==> config.mk <==
export PLATFORM = sky130hd
export DESIGN_NAME = stack_alu_engine_flat
export DESIGN_NICKNAME = d
export VERILOG_FILES = /design/src/rtl/stack_alu_pkg.sv /design/src/rtl/stack_alu_engine_if.sv /design/src/rtl/stack_alu_op.sv /design/src/rtl/stack_alu_engine.sv /design/src/flat_wrapper.sv
export SDC_FILE = /design/constraint.sdc
export NUM_CORES = 1
export LEC_CHECK = 0
export ABC_AREA = 1
export CELL_PAD_IN_SITES_DETAIL_PLACEMENT = 1
export CELL_PAD_IN_SITES_GLOBAL_PLACEMENT = 2
export CORE_UTILIZATION = 37
export DETAILED_ROUTE_END_ITERATION = 6
export HOLD_SLACK_MARGIN = 0.05
export PLACE_DENSITY_LB_ADDON = 0.2
export SLEW_MARGIN = 20
export SYNTH_ARGS = -nofsm -noshare
export SYNTH_HDL_FRONTEND = slang
export SYNTH_SLANG_ARGS = --single-unit
==> constraint.sdc <==
create_clock -name clk -period 5.82 [get_ports clk]
set_clock_uncertainty 0.05 [all_clocks]
set_input_delay 1.164 -clock clk [delete_from_list [all_inputs] [get_ports clk]]
set_output_delay 1.164 -clock clk [all_outputs]
set_load 0.05 [all_outputs]
==> src/rtl/stack_alu_pkg.sv <==
// Shared types for the stack/ALU engine: command and ALU encodings and the FSM state.
package stack_alu_pkg;

    typedef enum logic [2:0] {
        OP_NOP  = 3'd0,
        OP_PUSH = 3'd1,
        OP_POP  = 3'd2,
        OP_DUP  = 3'd3,
        OP_SWAP = 3'd4,
        OP_ALU  = 3'd5,
        OP_RSV6 = 3'd6,
        OP_RSV7 = 3'd7
    } cmd_op_e;

    typedef enum logic [2:0] {
        ALU_ADD = 3'd0,
        ALU_SUB = 3'd1,
        ALU_AND = 3'd2,
        ALU_OR  = 3'd3,
        ALU_XOR = 3'd4,
        ALU_SHL = 3'd5,
        ALU_SHR = 3'd6,
        ALU_NOR = 3'd7
    } alu_code_e;

    typedef enum logic {
        ST_IDLE = 1'b0,
        ST_WB   = 1'b1
    } state_e;

endpackage

==> src/rtl/stack_alu_engine_if.sv <==
// Command/status bundle between the decoder (master) and the stack/ALU engine (slave).
interface stack_alu_engine_if #(
    parameter int WIDTH = 16,
    parameter int DEPTH = 16
);
    localparam int CW = $clog2(DEPTH + 1);

    logic             cmd_valid;
    logic             cmd_ready;
    logic [2:0]       cmd_op;
    logic [2:0]       alu_code;
    logic [WIDTH-1:0] in_val;
    logic [WIDTH-1:0] top;
    logic [WIDTH-1:0] next;
    logic [CW-1:0]    count;
    logic [WIDTH-1:0] alu_result;
    logic             err_clr;
    logic             err_ovf;
    logic             err_udf;
    logic             err_ill;

    modport master (
        output cmd_valid, cmd_op, alu_code, in_val, err_clr,
        input  cmd_ready, top, next, count, alu_result, err_ovf, err_udf, err_ill
    );

    modport slave (
        input  cmd_valid, cmd_op, alu_code, in_val, err_clr,
        output cmd_ready, top, next, count, alu_result, err_ovf, err_udf, err_ill
    );

endinterface

==> src/rtl/stack_alu_op.sv <==
// Combinational ALU for the stack engine; o_legal low for codes not built in.
// Shift codes 5/6 exist only when STACK_ALU_SHIFT_EN is defined.
module stack_alu_op
    import stack_alu_pkg::*;
#(
    parameter int WIDTH = 16
) (
    input  logic [WIDTH-1:0] i_a,
    input  logic [WIDTH-1:0] i_b,
    input  logic [2:0]       i_code,
    output logic [WIDTH-1:0] o_y,
    output logic             o_legal
);
`ifdef STACK_ALU_SHIFT_EN
    localparam int SW = $clog2(WIDTH);
`endif

    always_comb begin
        o_y     = '0;
        o_legal = 1'b1;
        case (alu_code_e'(i_code))
            ALU_ADD: o_y = i_a + i_b;
            ALU_SUB: o_y = i_a - i_b;
            ALU_AND: o_y = i_a & i_b;
            ALU_OR:  o_y = i_a | i_b;
            ALU_XOR: o_y = i_a ^ i_b;
            ALU_NOR: o_y = ~(i_a | i_b);
`ifdef STACK_ALU_SHIFT_EN
            ALU_SHL: o_y = i_a << i_b[SW-1:0];
            ALU_SHR: o_y = i_a >> i_b[SW-1:0];
`endif
            default: o_legal = 1'b0;
        endcase
    end

endmodule

==> src/rtl/stack_alu_engine.sv <==
// Data stack + ALU execute unit: 1-cycle stack ops, 2-cycle ALU ops, sticky errors.
// Optional shifter via STACK_ALU_SHIFT_EN (see stack_alu_op).
module stack_alu_engine
    import stack_alu_pkg::*;
#(
    parameter int WIDTH = 16,
    parameter int DEPTH = 16
) (
    input  logic               clk,
    input  logic               rst,
    stack_alu_engine_if.slave  bus
);
    localparam int CW = $clog2(DEPTH + 1);
    localparam int AW = $clog2(DEPTH);

    logic [WIDTH-1:0] r_mem [DEPTH];
    logic [CW-1:0]    r_sp;
    state_e           r_state, w_state_nxt;
    logic [WIDTH-1:0] r_alu_result;
    logic             r_err_ovf, r_err_udf, r_err_ill;

    logic [AW-1:0]    w_a0, w_a1, w_a2;
    logic             w_empty, w_full, w_lt2;
    logic [WIDTH-1:0] w_top, w_next, w_alu_y;
    logic             w_alu_legal;
    logic             w_sp_inc, w_sp_dec, w_alu_ld;
    logic             w_set_ovf, w_set_udf, w_set_ill;
    logic             w_we0, w_we1;
    logic [AW-1:0]    w_wa0, w_wa1;
    logic [WIDTH-1:0] w_wd0, w_wd1;

    assign w_a0    = r_sp[AW-1:0];
    assign w_a1    = w_a0 - AW'(1);
    assign w_a2    = w_a0 - AW'(2);
    assign w_empty = (r_sp == '0);
    assign w_full  = (r_sp == CW'(DEPTH));
    assign w_lt2   = (r_sp < CW'(2));
    assign w_top   = w_empty ? '0 : r_mem[w_a1];
    assign w_next  = w_lt2   ? '0 : r_mem[w_a2];

    stack_alu_op #(.WIDTH(WIDTH)) u_op (
        .i_a     (w_top),
        .i_b     (w_next),
        .i_code  (bus.alu_code),
        .o_y     (w_alu_y),
        .o_legal (w_alu_legal)
    );

    always_ff @(posedge clk or posedge rst) begin
        if (rst) r_state <= ST_IDLE;
        else     r_state <= w_state_nxt;
    end

    // Any offending command only raises flags; every write/advance below is skipped for it.
    always_comb begin
        w_state_nxt = r_state;
        w_sp_inc    = 1'b0;
        w_sp_dec    = 1'b0;
        w_alu_ld    = 1'b0;
        w_set_ovf   = 1'b0;
        w_set_udf   = 1'b0;
        w_set_ill   = 1'b0;
        w_we0       = 1'b0;
        w_wa0       = w_a0;
        w_wd0       = bus.in_val;
        w_we1       = 1'b0;
        w_wa1       = w_a2;
        w_wd1       = w_top;
        case (r_state)
            ST_IDLE: begin
                if (bus.cmd_valid) begin
                    case (cmd_op_e'(bus.cmd_op))
                        OP_NOP: ;
                        OP_PUSH: begin
                            if (w_full) w_set_ovf = 1'b1;
                            else begin
                                w_we0    = 1'b1;
                                w_sp_inc = 1'b1;
                            end
                        end
                        OP_POP: begin
                            if (w_empty) w_set_udf = 1'b1;
                            else         w_sp_dec  = 1'b1;
                        end
                        OP_DUP: begin
                            if (w_empty)     w_set_udf = 1'b1;
                            else if (w_full) w_set_ovf = 1'b1;
                            else begin
                                w_we0    = 1'b1;
                                w_wd0    = w_top;
                                w_sp_inc = 1'b1;
                            end
                        end
                        OP_SWAP: begin
                            if (w_lt2) w_set_udf = 1'b1;
                            else begin
                                w_we0 = 1'b1;
                                w_wa0 = w_a1;
                                w_wd0 = w_next;
                                w_we1 = 1'b1;
                            end
                        end
                        OP_ALU: begin
                            w_set_udf = w_lt2;
                            w_set_ill = ~w_alu_legal;
                            if (!w_lt2 && w_alu_legal) begin
                                w_alu_ld    = 1'b1;
                                w_state_nxt = ST_WB;
                            end
                        end
                        default: w_set_ill = 1'b1;
                    endcase
                end
            end
            ST_WB: begin
                w_we0       = 1'b1;
                w_wa0       = w_a2;
                w_wd0       = r_alu_result;
                w_sp_dec    = 1'b1;
                w_state_nxt = ST_IDLE;
            end
            default: w_state_nxt = ST_IDLE;
        endcase
    end

    always_ff @(posedge clk) begin
        if (w_we0) r_mem[w_wa0] <= w_wd0;
        if (w_we1) r_mem[w_wa1] <= w_wd1;
    end

    always_ff @(posedge clk or posedge rst) begin
        if (rst) begin
            r_sp         <= '0;
            r_alu_result <= '0;
            r_err_ovf    <= 1'b0;
            r_err_udf    <= 1'b0;
            r_err_ill    <= 1'b0;
        end else begin
            if (w_sp_inc)      r_sp <= r_sp + CW'(1);
            else if (w_sp_dec) r_sp <= r_sp - CW'(1);
            if (w_alu_ld) r_alu_result <= w_alu_y;
            r_err_ovf <= (r_err_ovf & ~bus.err_clr) | w_set_ovf;
            r_err_udf <= (r_err_udf & ~bus.err_clr) | w_set_udf;
            r_err_ill <= (r_err_ill & ~bus.err_clr) | w_set_ill;
        end
    end

    assign bus.cmd_ready  = (r_state == ST_IDLE);
    assign bus.top        = w_top;
    assign bus.next       = w_next;
    assign bus.count      = r_sp;
    assign bus.alu_result = r_alu_result;
    assign bus.err_ovf    = r_err_ovf;
    assign bus.err_udf    = r_err_udf;
    assign bus.err_ill    = r_err_ill;

endmodule

==> src/flat_wrapper.sv <==
// flat-port wrapper written by rule: the top's interface ports become plain ports
module stack_alu_engine_flat import stack_alu_pkg::*;
#(
    parameter int WIDTH = 16,
    parameter int DEPTH = 16
)
  (clk, rst, bus_cmd_valid, bus_cmd_op, bus_alu_code, bus_in_val, bus_err_clr, bus_cmd_ready, bus_top, bus_next, bus_count, bus_alu_result, bus_err_ovf, bus_err_udf, bus_err_ill);
  stack_alu_engine_if #(.WIDTH(WIDTH), .DEPTH(DEPTH)) bus_i ();
  input  logic clk;
  input  logic rst;
  input wire logic [$bits(bus_i.cmd_valid)-1:0] bus_cmd_valid;
  input wire logic [$bits(bus_i.cmd_op)-1:0] bus_cmd_op;
  input wire logic [$bits(bus_i.alu_code)-1:0] bus_alu_code;
  input wire logic [$bits(bus_i.in_val)-1:0] bus_in_val;
  input wire logic [$bits(bus_i.err_clr)-1:0] bus_err_clr;
  output wire logic [$bits(bus_i.cmd_ready)-1:0] bus_cmd_ready;
  output wire logic [$bits(bus_i.top)-1:0] bus_top;
  output wire logic [$bits(bus_i.next)-1:0] bus_next;
  output wire logic [$bits(bus_i.count)-1:0] bus_count;
  output wire logic [$bits(bus_i.alu_result)-1:0] bus_alu_result;
  output wire logic [$bits(bus_i.err_ovf)-1:0] bus_err_ovf;
  output wire logic [$bits(bus_i.err_udf)-1:0] bus_err_udf;
  output wire logic [$bits(bus_i.err_ill)-1:0] bus_err_ill;
  assign bus_i.cmd_valid = bus_cmd_valid;
  assign bus_i.cmd_op = bus_cmd_op;
  assign bus_i.alu_code = bus_alu_code;
  assign bus_i.in_val = bus_in_val;
  assign bus_i.err_clr = bus_err_clr;
  assign bus_cmd_ready = bus_i.cmd_ready;
  assign bus_top = bus_i.top;
  assign bus_next = bus_i.next;
  assign bus_count = bus_i.count;
  assign bus_alu_result = bus_i.alu_result;
  assign bus_err_ovf = bus_i.err_ovf;
  assign bus_err_udf = bus_i.err_udf;
  assign bus_err_ill = bus_i.err_ill;
  stack_alu_engine #(.WIDTH(WIDTH), .DEPTH(DEPTH)) u_core (.clk(clk), .rst(rst), .bus(bus_i));
endmodule
==> impl_metrics.py, run 1 <==
metrics = {
    "setup_path": {
        "crit_path_start_kind": "register",
        "critPathCaptureType": "register",
        "required_ns": 6.26,
        "critPathKind": "reg -> reg",
        "crit_fanout": 51,
        "crit_arrival_ns": 6.05,
    },
    "timing": {
        "hold_viol": 0,
        "min_period_over_period_pct": 96.35,
        "clock.fmax_mhz": 178.3,
        "period_needed_ns": 5.607,
        "setup_viol": 0,
        "worst_pin_slew_ns": 1.141,
        "drv_slew": 0,
        "tns_ns": 0,
        "rsz0062_at_grt": "no",
        "max_slew_margin_pct": 23.76,
    },
    "global_route": {
        "grt_pass1_vias": 20460,
        "grt_usage_pct": 32.68,
        "grt_pass1_wl_um": 135800,
        "overflow": 0,
        "grt_max_degree": 152,
        "antenna_found_initial": 0,
    },
    "clocking": {
        "cts_setup_buffers": 0,
        "ctsHoldBuffers": 0,
        "cts_made_buffers": 37,
        "ctsRootBufferMaster": "clkbuf_16",
        "clock_sinks": 281,
        "cts_resized": 0,
        "h-tree-depth": 2,
        "cts_tree": "built",
        "clkSlewWorstSetupHoldPaths_ns": 0.07,
        "clk_latency_ns": 0.58,
        "cts_buffer_depth": 3,
    },
    "logic_synthesis": {
        "synth_seq_cells": 281,
        "yosysWarnings": 0,
        "synth.distinct_cells": 52,
        "syn_inst": 2810,
        "seq_area_frac_synth_pct": 40.55,
        "syn-num-nets": 2896,
        "async_flop_share_pct": 8.897,
        "synth_area_um2": 20500,
        "synth-main-ff-cell": "edfxtp_1",
        "synth-edff-count": 256,
        "synth.avg_cell_area_um2": 7.295,
    },
    "run": {
        "maxCapViolCount": 0,
    },
    "place": {
        "dp.cells": 3481,
        "hpwlAfterDp_um": 63060,
        "gp_congestion": 0.9348,
        "port_buffers": 82,
    },
    "run_status": {
        "status": "completed",
    },
    "cells_and_area": {
        "stdcell_count": 3545,
        "nNetsFinal": 2910,
        "syn_to_final_growth_pct": 14.05,
        "final_cell_mix": "nand2_1 (814), o21ai_0 (405), inv_1 (286), edfxtp_1 (256), nor2_1 (176)",
        "insertedDiodeCount": 0,
        "layout_commonest_cell": "nand2_1",
        "nFillCells": 6733,
        "drive_gt1_share_pct": 9.933,
    },
    "floorplan": {
        "die_w_um": 237.4,
        "core_um2": 54240,
        "ios": 83,
        "rows": 85,
        "die_h_um": 237.4,
        "die-area_um2": 56350,
        "initial_utilization_pct": 37.79,
    },
    "worst_hold_path": {
        "worstHoldPathType": "reg -> reg",
    },
    "routing": {
        "wirelength_um": 91830,
        "dr_total_vias": 20390,
        "ant_nets": 0,
        "dr.pass1.iters": 5,
        "wl_per_cell_um": 25.90,
        "drc": 0,
        "routed_via_density": 5.751,
        "drt-initial-drc-count": 1662,
    },
}
==> per-stage QoR <==
step	area (um2)	utilization (%)	hold slack (ns)	setup slack [ns]
after floorplan	20500	-	0.7105	0.4764
after global placement	22190	40.90	0.4809	0.3958
after detailed placement	22190	40.91	0.4835	0.3420
after CTS	23380	43.10	0.4969	0.3017
after global routing	23380	43.10	0.5384	0.07329
final	23380	43.10	0.5005	0.2126
==> cell usage after synthesis (2+ instances only) <==
master / count / area [um2]
nand2_1: 815 / 3059
o21ai_0: 419 / 2097
inv_1: 287 / 1077
edfxtp_1: 256 / 7687
nor2_1: 179 / 671.9
nand3_1: 174 / 870.8
a21oi_1: 148 / 740.7
clkbuf_1: 97 / 364.1
ha_1: 58 / 725.7
o21ai_1: 54 / 270.3
buf_2: 44 / 220.2
buf_4: 36 / 270.3
dfrtp_1: 25 / 625.6
o211ai_1: 24 / 180.2
xor2_1: 18 / 157.7
a31oi_1: 15 / 93.84
buf_6: 15 / 168.9
nand2_2: 12 / 75.07
nand3_2: 12 / 120.1
inv_2: 11 / 41.29
o2111ai_1: 11 / 96.34
o221ai_1: 10 / 87.58
a221oi_1: 9 / 78.83
buf_1: 9 / 33.78
nor2_2: 7 / 43.79
nor3_1: 7 / 35.03
o21ai_4: 7 / 113.9
nor3_2: 6 / 60.06
o21ai_2: 6 / 52.55
or2_2: 6 / 37.54
a22oi_1: 3 / 22.52
clkinv_1: 3 / 11.26
o22ai_1: 3 / 18.77
a211oi_1: 2 / 15.01
a21o_1: 2 / 15.01
a21oi_2: 2 / 17.52
fa_1: 2 / 40.04
o311ai_2: 2 / 32.53
==> flip-flops by register name, summed over array words and instances, names as in the netlist <==
| signal | flops |
|---|---|
| u_core.r_mem | 256 |
| u_core.bus.alu_result | 16 |
| u_core.bus.count | 5 |
| u_core.bus.err_ill | 1 |
| u_core.bus.err_ovf | 1 |
| u_core.bus.err_udf | 1 |
| u_core.r_state | 1 |
==> critical path: stages, from the launching register on <==
cell      delay, ns
dfrtp_4        0.59
inv_4          0.39
buf_4          0.58
nand2_1        0.12
nand3_1        0.11
nand2_1        0.06
nand2_1        0.05
nand2_1        0.05
o21ai_1        0.51
inv_1          0.34
nor3_1         0.44
nand2_1        0.10
o21ai_1        0.32
xor2_1         0.18
inv_1          0.06
ha_1           0.33
inv_1          0.10
o21bai_1       0.06
a31oi_1        0.24
a21bo_2        0.25
a31oi_1        0.19
inv_1          0.07
nand2_1        0.06
nand3_1        0.09
a21oi_2        0.14
==> final timing paths <==
| check | from | endpoint | slack (ns) | cells past startpoint |
|---|---|---|---|---|
| setup / recovery | u_core.bus.count[0]$_DFFE_PP0P_ | u_core.bus.alu_result[15]$_DFFE_PP0P_ | 0.21 | 24 |
| min in group asynchronous | rst | u_core.bus.err_ill$_DFF_PP0_ | 0.96 | 3 |
| setup reg to reg | u_core.bus.count[0]$_DFFE_PP0P_ | u_core.bus.alu_result[15]$_DFFE_PP0P_ | 0.21 | 24 |
| max in group asynchronous | rst | u_core.bus.count[1]$_DFFE_PP0P_ | 4.40 | 3 |
| hold reg to reg | u_core.bus.err_ill$_DFF_PP0_ | u_core.bus.err_ill$_DFF_PP0_ | 0.50 | 2 |
| hold / removal | u_core.bus.err_ill$_DFF_PP0_ | u_core.bus.err_ill$_DFF_PP0_ | 0.50 | 2 |
==> routing by layer <==
layer	track usage, %	share of wire (%)	vias to the layer above
met5	0	0	-
li1	-	-	9378
met1	43.84	44	10190
met4	12.90	4.0	0
met2	53.52	46	647
met3	3.995	6.3	168
==> cell type report <==
class	count	area, um2	share of cell area (%)
clock inverter	19	203.9	0.8724
inverter	301	1132	4.843
multi-input combinational	2027	10090	43.18
sequential	281	8318	35.58
timing repair buffer	176	1772	7.578
clock buffer	45	987.2	4.223
tap	696	870.8	3.725
==> cells by family (layout without fill, tap and decap cells) <==
logic type,after synthesis,after routing,synth area share [%]
compound gates,727,727,19.78
xor+xnor,20,20,0.9278
fa+ha+maj,60,60,3.736
buf+inv,502,541,10.67
flops,281,281,40.55
simple gates,1220,1220,24.33
Power of run 1 is not shown: default switching activity piles up to over one toggle a cycle in this logic, so the estimate is an artifact.
==> inputs of run 2 (changes only) <==
--- a/config.mk
+++ b/config.mk
@@ -5,10 +5,10 @@
 export SDC_FILE = /design/constraint.sdc
 export NUM_CORES = 1
 export LEC_CHECK = 0
-export ABC_AREA = 1
 export CELL_PAD_IN_SITES_DETAIL_PLACEMENT = 1
 export CELL_PAD_IN_SITES_GLOBAL_PLACEMENT = 2
-export CORE_UTILIZATION = 37
+export CORE_ASPECT_RATIO = 0.75
+export CORE_UTILIZATION = 42
 export DETAILED_ROUTE_END_ITERATION = 6
 export HOLD_SLACK_MARGIN = 0.05
 export PLACE_DENSITY_LB_ADDON = 0.2
==> constraint.sdc (replaced) <==
create_clock -name clk -period 5.49 [get_ports clk]
set_clock_uncertainty 0.05 [all_clocks]
set_input_delay 1.098 -clock clk [delete_from_list [all_inputs] [get_ports clk]]
set_output_delay 1.098 -clock clk [all_outputs]
set_load 0.05 [all_outputs]
==> run 2 against run 1 <==
Effect of this change:
- sequential share of layout area is 2.4 points higher
- register-to-register slack better by 0.11 ns
- worst setup slack better by 0.034 ns
- via count is 25% lower
- critical path depth is 15 lower
- worst hold slack worse by 0.041 ns
- routed wire length is 20% lower
- die area is 20% lower
- first-iteration DRC count is 2.7% higher
- global-route usage is 0.46 points higher
==> impl_metrics.py, run 2 <==
metrics = {
    "clocking": {
        "cts_tree": "built",
        "cts_resized": 0,
        "h-tree-depth": 2,
        "cts_buffer_depth": 3,
        "cts_made_buffers": 34,
        "clk_latency_ns": 0.54,
        "clkSlewWorstSetupHoldPaths_ns": 0.06,
        "ctsHoldBuffers": 0,
        "cts_setup_buffers": 0,
        "ctsRootBufferMaster": "clkbuf_16",
        "clock_sinks": 281,
    },
    "timing": {
        "setup_viol": 0,
        "hold_viol": 0,
        "worst_pin_slew_ns": 1.062,
        "period_needed_ns": 5.243,
        "setup_ws_ns": 0.2469,
        "min_period_over_period_pct": 95.50,
        "rsz0062_at_grt": "no",
        "max_slew_margin_pct": 28.67,
        "drv_slew": 0,
        "clock.fmax_mhz": 190.7,
    },
    "worst_hold_path": {
        "hold-path-endpoint": "u_core.bus.alu_result[2]$_DFFE_PP0P_",
        "holdCritStartpoint": "u_core.bus.alu_result[2]$_DFFE_PP0P_",
        "worstHoldPathType": "reg -> reg",
        "min_path_cells": 2,
    },
    "cells_and_area": {
        "regArea_um2": 8320,
        "final_core_util_pct": 50.33,
        "drive_gt1_share_pct": 21.59,
        "nNetsFinal": 1849,
        "largest_reg_flops": 256,
        "final_cell_mix": "a21oi_1 (295), nor2_1 (280), edfxtp_1 (256), mux4_2 (144), nand2_1 (105)",
        "largest_register": "u_core.r_mem",
        "stdcell_count": 2361,
        "nFillCells": 4519,
        "layout_commonest_cell": "a21oi_1",
        "syn_to_final_growth_pct": 17.88,
        "insertedDiodeCount": 0,
        "multiInputGateArea_um2": 9732,
        "design_area_um2": 21900,
    },
    "setup_path": {
        "critPathCaptureType": "output pin",
        "crit_path_start_kind": "register",
        "crit_arrival_ns": 4.10,
        "crit_family": "buffers and inverters",
        "crit_buf_inv": 4,
        "crit_fanout": 27,
        "reg2reg_depth": 18,
        "crit_slowest_cell": "ha_4",
        "critPathKind": "reg -> out",
        "required_ns": 4.34,
        "slowest_delay_ns": 0.63,
        "r2r-start": "u_core.bus.count[1]$_DFFE_PP0P_",
        "regToRegEndpoint": "u_core.bus.alu_result[15]$_DFFE_PP0P_",
        "path_cells": "clkinvlp_4 > ha_4 > buf_4 > mux4_2 > mux2_2 > a21oi_1 > o21bai_2 > inv_1 > buf_12",
        "reg2reg_setup_slack_ns": 0.32,
    },
    "place": {
        "dpl_cell_area_um2": 20920,
        "dp.cells": 2305,
        "port_buffers": 82,
        "post-place-ws_ns": 0.3539,
        "gp_congestion": 0.9506,
        "hpwlAfterDp_um": 50320,
    },
    "logic_synthesis": {
        "ys_top_cells_by_count": "a21oi_1 (296), nor2_1 (292), edfxtp_1 (256), mux4_2 (144), nand2_1 (109)",
        "seq_area_frac_synth_pct": 44.74,
        "synth_largest_area_cell": "edfxtp_1",
        "syn-num-nets": 1778,
        "synth_area_leaders": "edfxtp_1 (41%), mux4_2 (17%), a21oi_1 (8.0%), nor2_1 (5.9%), ha_1 (3.9%)",
        "synth_seq_cells": 281,
        "synth_most_common_cell": "a21oi_1",
        "yosysWarnings": 0,
        "syn_inst": 1692,
        "synth_area_um2": 18580,
        "synth-edff-count": 256,
        "async_flop_share_pct": 8.897,
        "synth-main-ff-cell": "edfxtp_1",
        "synth_top_area_share_pct": 41.37,
        "synth.avg_cell_area_um2": 10.98,
        "synth.distinct_cells": 59,
    },
    "global_route": {
        "grt_usage_pct": 33.14,
        "antenna_found_initial": 1,
        "overflow": 0,
        "grt_pass1_vias": 15100,
        "grt_pass1_wl_um": 107100,
        "grt_max_degree": 71,
    },
    "floorplan": {
        "die_h_um": 184.2,
        "die_w_um": 244.9,
        "rows": 66,
        "initial_utilization_pct": 42.70,
        "ios": 83,
        "die-area_um2": 45100,
        "core_um2": 43520,
    },
    "routing": {
        "drt-initial-drc-count": 1707,
        "drc": 0,
        "routed_via_density": 6.468,
        "wl_per_cell_um": 31.28,
        "dr.pass1.iters": 7,
        "dr_total_vias": 15270,
        "ant_nets": 0,
        "wirelength_um": 73860,
    },
    "run_status": {
        "status": "completed",
    },
    "run": {
        "maxCapViolCount": 0,
    },
}
[run 2: cell count changes after synthesis, sizes merged, moves of 23 or more]
cell / previous run / this run
a21oi: 150 / 296
a22oi: 3 / 26
buf: 104 / 45
inv: 298 / 47
mux2i: 0 / 42
mux4: 0 / 150
nand2: 827 / 109
nand3: 186 / 14
nor2: 186 / 292
o21ai: 486 / 50
xnor2: 1 / 28
[run 2: metrics by stage]
step,hold WS (ns),setup TNS (ns)
6_report,0.4598,0
5_1_grt,0.4959,0
4_1_cts,0.4628,0
3_5_place_dp,0.4488,0
3_3_place_gp,0.4466,0
2_1_floorplan,0.7050,-0.006376
[run 2: worst register-to-register path, delay by kind of cell, from the launching register on]
kind                     cells  cell delay [ns]
XOR/XNOR                     3             0.80
multiplexers                 1             0.54
AO/OA/AOI/OAI                6             1.37
adder cells (fa/ha/maj)      2             0.57
flip-flops                   1             0.48
AND/OR/NAND/NOR              4             0.82
buffers and inverters        2             0.41
[run 2: metal layers]
layer,vias up,share of wire (%),track usage (%)
met4,0,3.0,9.975
met5,-,0,0
met3,121,8.6,4.950
li1,6476,-,-
met1,7940,44,49.17
met2,733,45,50.06
[run 2: kinds of logic (layout without fill, tap and decap cells)]
kind of cell	after synthesis	count (layout)	share of synthesized area, %
flip-flops	281	281	44.74
buffers and inverters	198	289	4.538
multiplexers	195	195	20.75
AND/OR/NAND/NOR	463	463	10.09
XOR/XNOR	39	39	1.879
AO/OA/AOI/OAI	456	456	13.89
adder cells (fa/ha/maj)	60	60	4.121
[run 2: cell type report]
cell class / instances / share of cell area, %
Clock buffer: 46 / 4.187
Clock inverter: 10 / 0.3142
Tap cell: 578 / 3.302
Sequential cell: 281 / 37.99
Inverter: 47 / 0.8911
Timing Repair Buffer: 186 / 8.888
Multi-Input combinational cell: 1213 / 44.43
[run 2: worst max-delay path by stage]
| stage | slack [ns] | to | from | cells past startpoint |
|---|---|---|---|---|
| after global placement | 0.44 | u_core.bus.alu_result[15]$_DFFE_PP0P_ | u_core.bus.count[0]$_DFFE_PP0P_ | 18 |
| after global routing | 0.02 | u_core.bus.alu_result[15]$_DFFE_PP0P_ | u_core.bus.count[0]$_DFFE_PP0P_ | 18 |
| after detailed placement | 0.35 | u_core.bus.alu_result[15]$_DFFE_PP0P_ | u_core.bus.count[1]$_DFFE_PP0P_ | 18 |
| final | 0.25 | bus_top[15] | u_core.bus.count[0]$_DFFE_PP0P_ | 9 |
| after CTS | 0.25 | bus_top[15] | u_core.bus.count[0]$_DFFE_PP0P_ | 9 |
| after floorplan | -0.006 | u_core.bus.alu_result[14]$_DFFE_PP0P_ | u_core.bus.count[0]$_DFFE_PP0P_ | 24 |
Power of run 2 is left out for the same reason.
==> inputs of run 3 (changes only) <==
==> constraint.sdc (replaced) <==
create_clock -name clk -period 5.49 [get_ports clk]
set_clock_uncertainty 0.05 [all_clocks]
set_input_delay 0.549 -clock clk [delete_from_list [all_inputs] [get_ports clk]]
set_output_delay 0.549 -clock clk [all_outputs]
set_load 0.05 [all_outputs]
==> run 3 against run 2 <==
Effect of this change:
- via count is 0.18% higher
- critical path type is now reg -> reg
- flip-flop and latch count stayed put
- non-clock buffer count is 13 lower
- sequential share of layout area is 0.50 points higher
- register-to-register slack worse by 0.05 ns
==> impl_metrics.py, run 3 (synthesis gave the netlist of run 2 again) <==
metrics = {
    "setup_path": {
        "r2r-start": "u_core.bus.count[0]$_DFFE_PP0P_",
        "crit_fanout": 49,
        "required_ns": 5.91,
        "regToRegEndpoint": "u_core.bus.alu_result[15]$_DFFE_PP0P_",
        "critPathKind": "reg -> reg",
        "reg2reg_setup_slack_ns": 0.27,
        "critPathCaptureType": "register",
        "reg2reg_depth": 17,
        "crit_path_start_kind": "register",
        "crit_arrival_ns": 5.64,
    },
    "timing": {
        "rsz0062_at_grt": "no",
        "worst_pin_slew_ns": 1.155,
        "hold_viol": 0,
        "clock.fmax_mhz": 191.7,
        "max_slew_margin_pct": 22.97,
        "drv_slew": 0,
        "min_period_over_period_pct": 95.03,
        "setup_viol": 0,
        "period_needed_ns": 5.217,
        "tns_ns": 0,
        "hold_slack_ns": 0.3049,
    },
    "floorplan": {
        "die-area_um2": 45100,
        "die_w_um": 244.9,
        "ios": 83,
        "initial_utilization_pct": 42.70,
        "core_um2": 43520,
        "die_h_um": 184.2,
        "rows": 66,
    },
    "global_route": {
        "grtUsageMet1_pct": 46.36,
        "grt_max_degree": 71,
        "grt_pass1_vias": 15310,
        "busiest_layer": "met2",
        "grtUsageMet2_pct": 51.51,
        "use_met3_pct": 8.212,
        "grt_pass1_wl_um": 107900,
        "antenna_found_initial": 0,
        "grt_usage_pct": 33.40,
        "overflow": 0,
    },
    "routing": {
        "wl_per_cell_um": 31.88,
        "dr_total_vias": 15300,
        "routed_via_density": 6.521,
        "wirelength_um": 74800,
        "ant_nets": 0,
        "drt-initial-drc-count": 1547,
        "dr.pass1.iters": 5,
        "drc": 0,
    },
    "run": {
        "maxCapViolCount": 0,
    },
    "clocking": {
        "clock_sinks": 281,
        "cts_buffer_depth": 3,
        "cts_resized": 0,
        "ctsHoldBuffers": 0,
        "cts_made_buffers": 30,
        "h-tree-depth": 1,
        "clk_latency_ns": 0.60,
        "cts_tree": "built",
        "cts_setup_buffers": 0,
        "clkSlewWorstSetupHoldPaths_ns": 0.07,
        "ctsRootBufferMaster": "clkbuf_16",
    },
    "cells_and_area": {
        "layout_commonest_cell": "a21oi_1",
        "final_core_util_pct": 49.68,
        "nFillCells": 4575,
        "nNetsFinal": 1832,
        "regArea_um2": 8320,
        "largest_register": "u_core.r_mem",
        "drive_gt1_share_pct": 20.83,
        "final_cell_mix": "a21oi_1 (295), nor2_1 (280), edfxtp_1 (256), mux4_2 (144), nand2_1 (105)",
        "largest_reg_flops": 256,
        "syn_to_final_growth_pct": 16.36,
        "multiInputGateArea_um2": 9746,
    },
    "place": {
        "port_buffers": 82,
        "hpwlAfterDp_um": 50730,
        "gp_congestion": 0.8910,
    },
    "worst_hold_path": {
        "worstHoldPathType": "in -> async",
    },
    "run_status": {
        "status": "completed",
    },
}
[run 3: per-layer routing]
layer / up-vias / wire length [um]
met5: - / 0
li1: 6478 / -
met4: 0 / 2534
met3: 142 / 7253
met2: 768 / 33630
met1: 7910 / 31370
[run 3: worst max-delay path by stage]
stage / from / to / slack, ns
final: u_core.bus.count[0]$_DFFE_PP0P_ / u_core.bus.alu_result[15]$_DFFE_PP0P_ / 0.27
after global routing: u_core.bus.count[1]$_DFFE_PP0P_ / u_core.bus.alu_result[14]$_DFFE_PP0P_ / 0.02
after CTS: u_core.bus.count[0]$_DFFE_PP0P_ / u_core.bus.alu_result[15]$_DFFE_PP0P_ / 0.35
after detailed placement: u_core.bus.count[0]$_DFFE_PP0P_ / u_core.bus.alu_result[15]$_DFFE_PP0P_ / 0.33
after global placement: u_core.bus.count[0]$_DFFE_PP0P_ / u_core.bus.alu_result[15]$_DFFE_PP0P_ / 0.36
after floorplan: u_core.bus.count[0]$_DFFE_PP0P_ / u_core.bus.alu_result[14]$_DFFE_PP0P_ / -0.006
[run 3: final cells by class]
type                            count  share of cell area [%]
Timing Repair Buffer              173                   7.940
Multi-Input combinational cell   1213                   45.08
Sequential cell                   281                   38.48
Inverter                           47                  0.9028
Clock inverter                     17                  0.6655
Clock buffer                       36                   3.576
Tap cell                          578                   3.345
Antenna cell                        1                 0.01157
[run 3: per-stage QoR]
step                      cell area (um2)  std cells  setup slack [ns]
final                               21620       2346            0.2731
after global routing                21620       2345           0.02407
after CTS                           21610       2345            0.3465
after detailed placement            20690       2292            0.3342
after global placement              20690       2292            0.3629
after floorplan                     18870       1692         -0.006376
[run 3: critical path: stages, from the launching register on]
cell      delay [ns]
dfrtp_4         0.48
buf_12          0.35
buf_4           0.50
mux4_2          0.59
mux2i_1         0.27
o22ai_2         0.28
inv_1           0.28
nand4_1         0.20
nand2b_1        0.25
o21ai_0         0.32
xnor2_1         0.11
ha_1            0.24
nor3_1          0.23
a31oi_2         0.16
a211oi_1        0.28
o21ai_0         0.15
xnor2_1         0.17
o221ai_1        0.11
Power of run 3 is left out for the same reason.
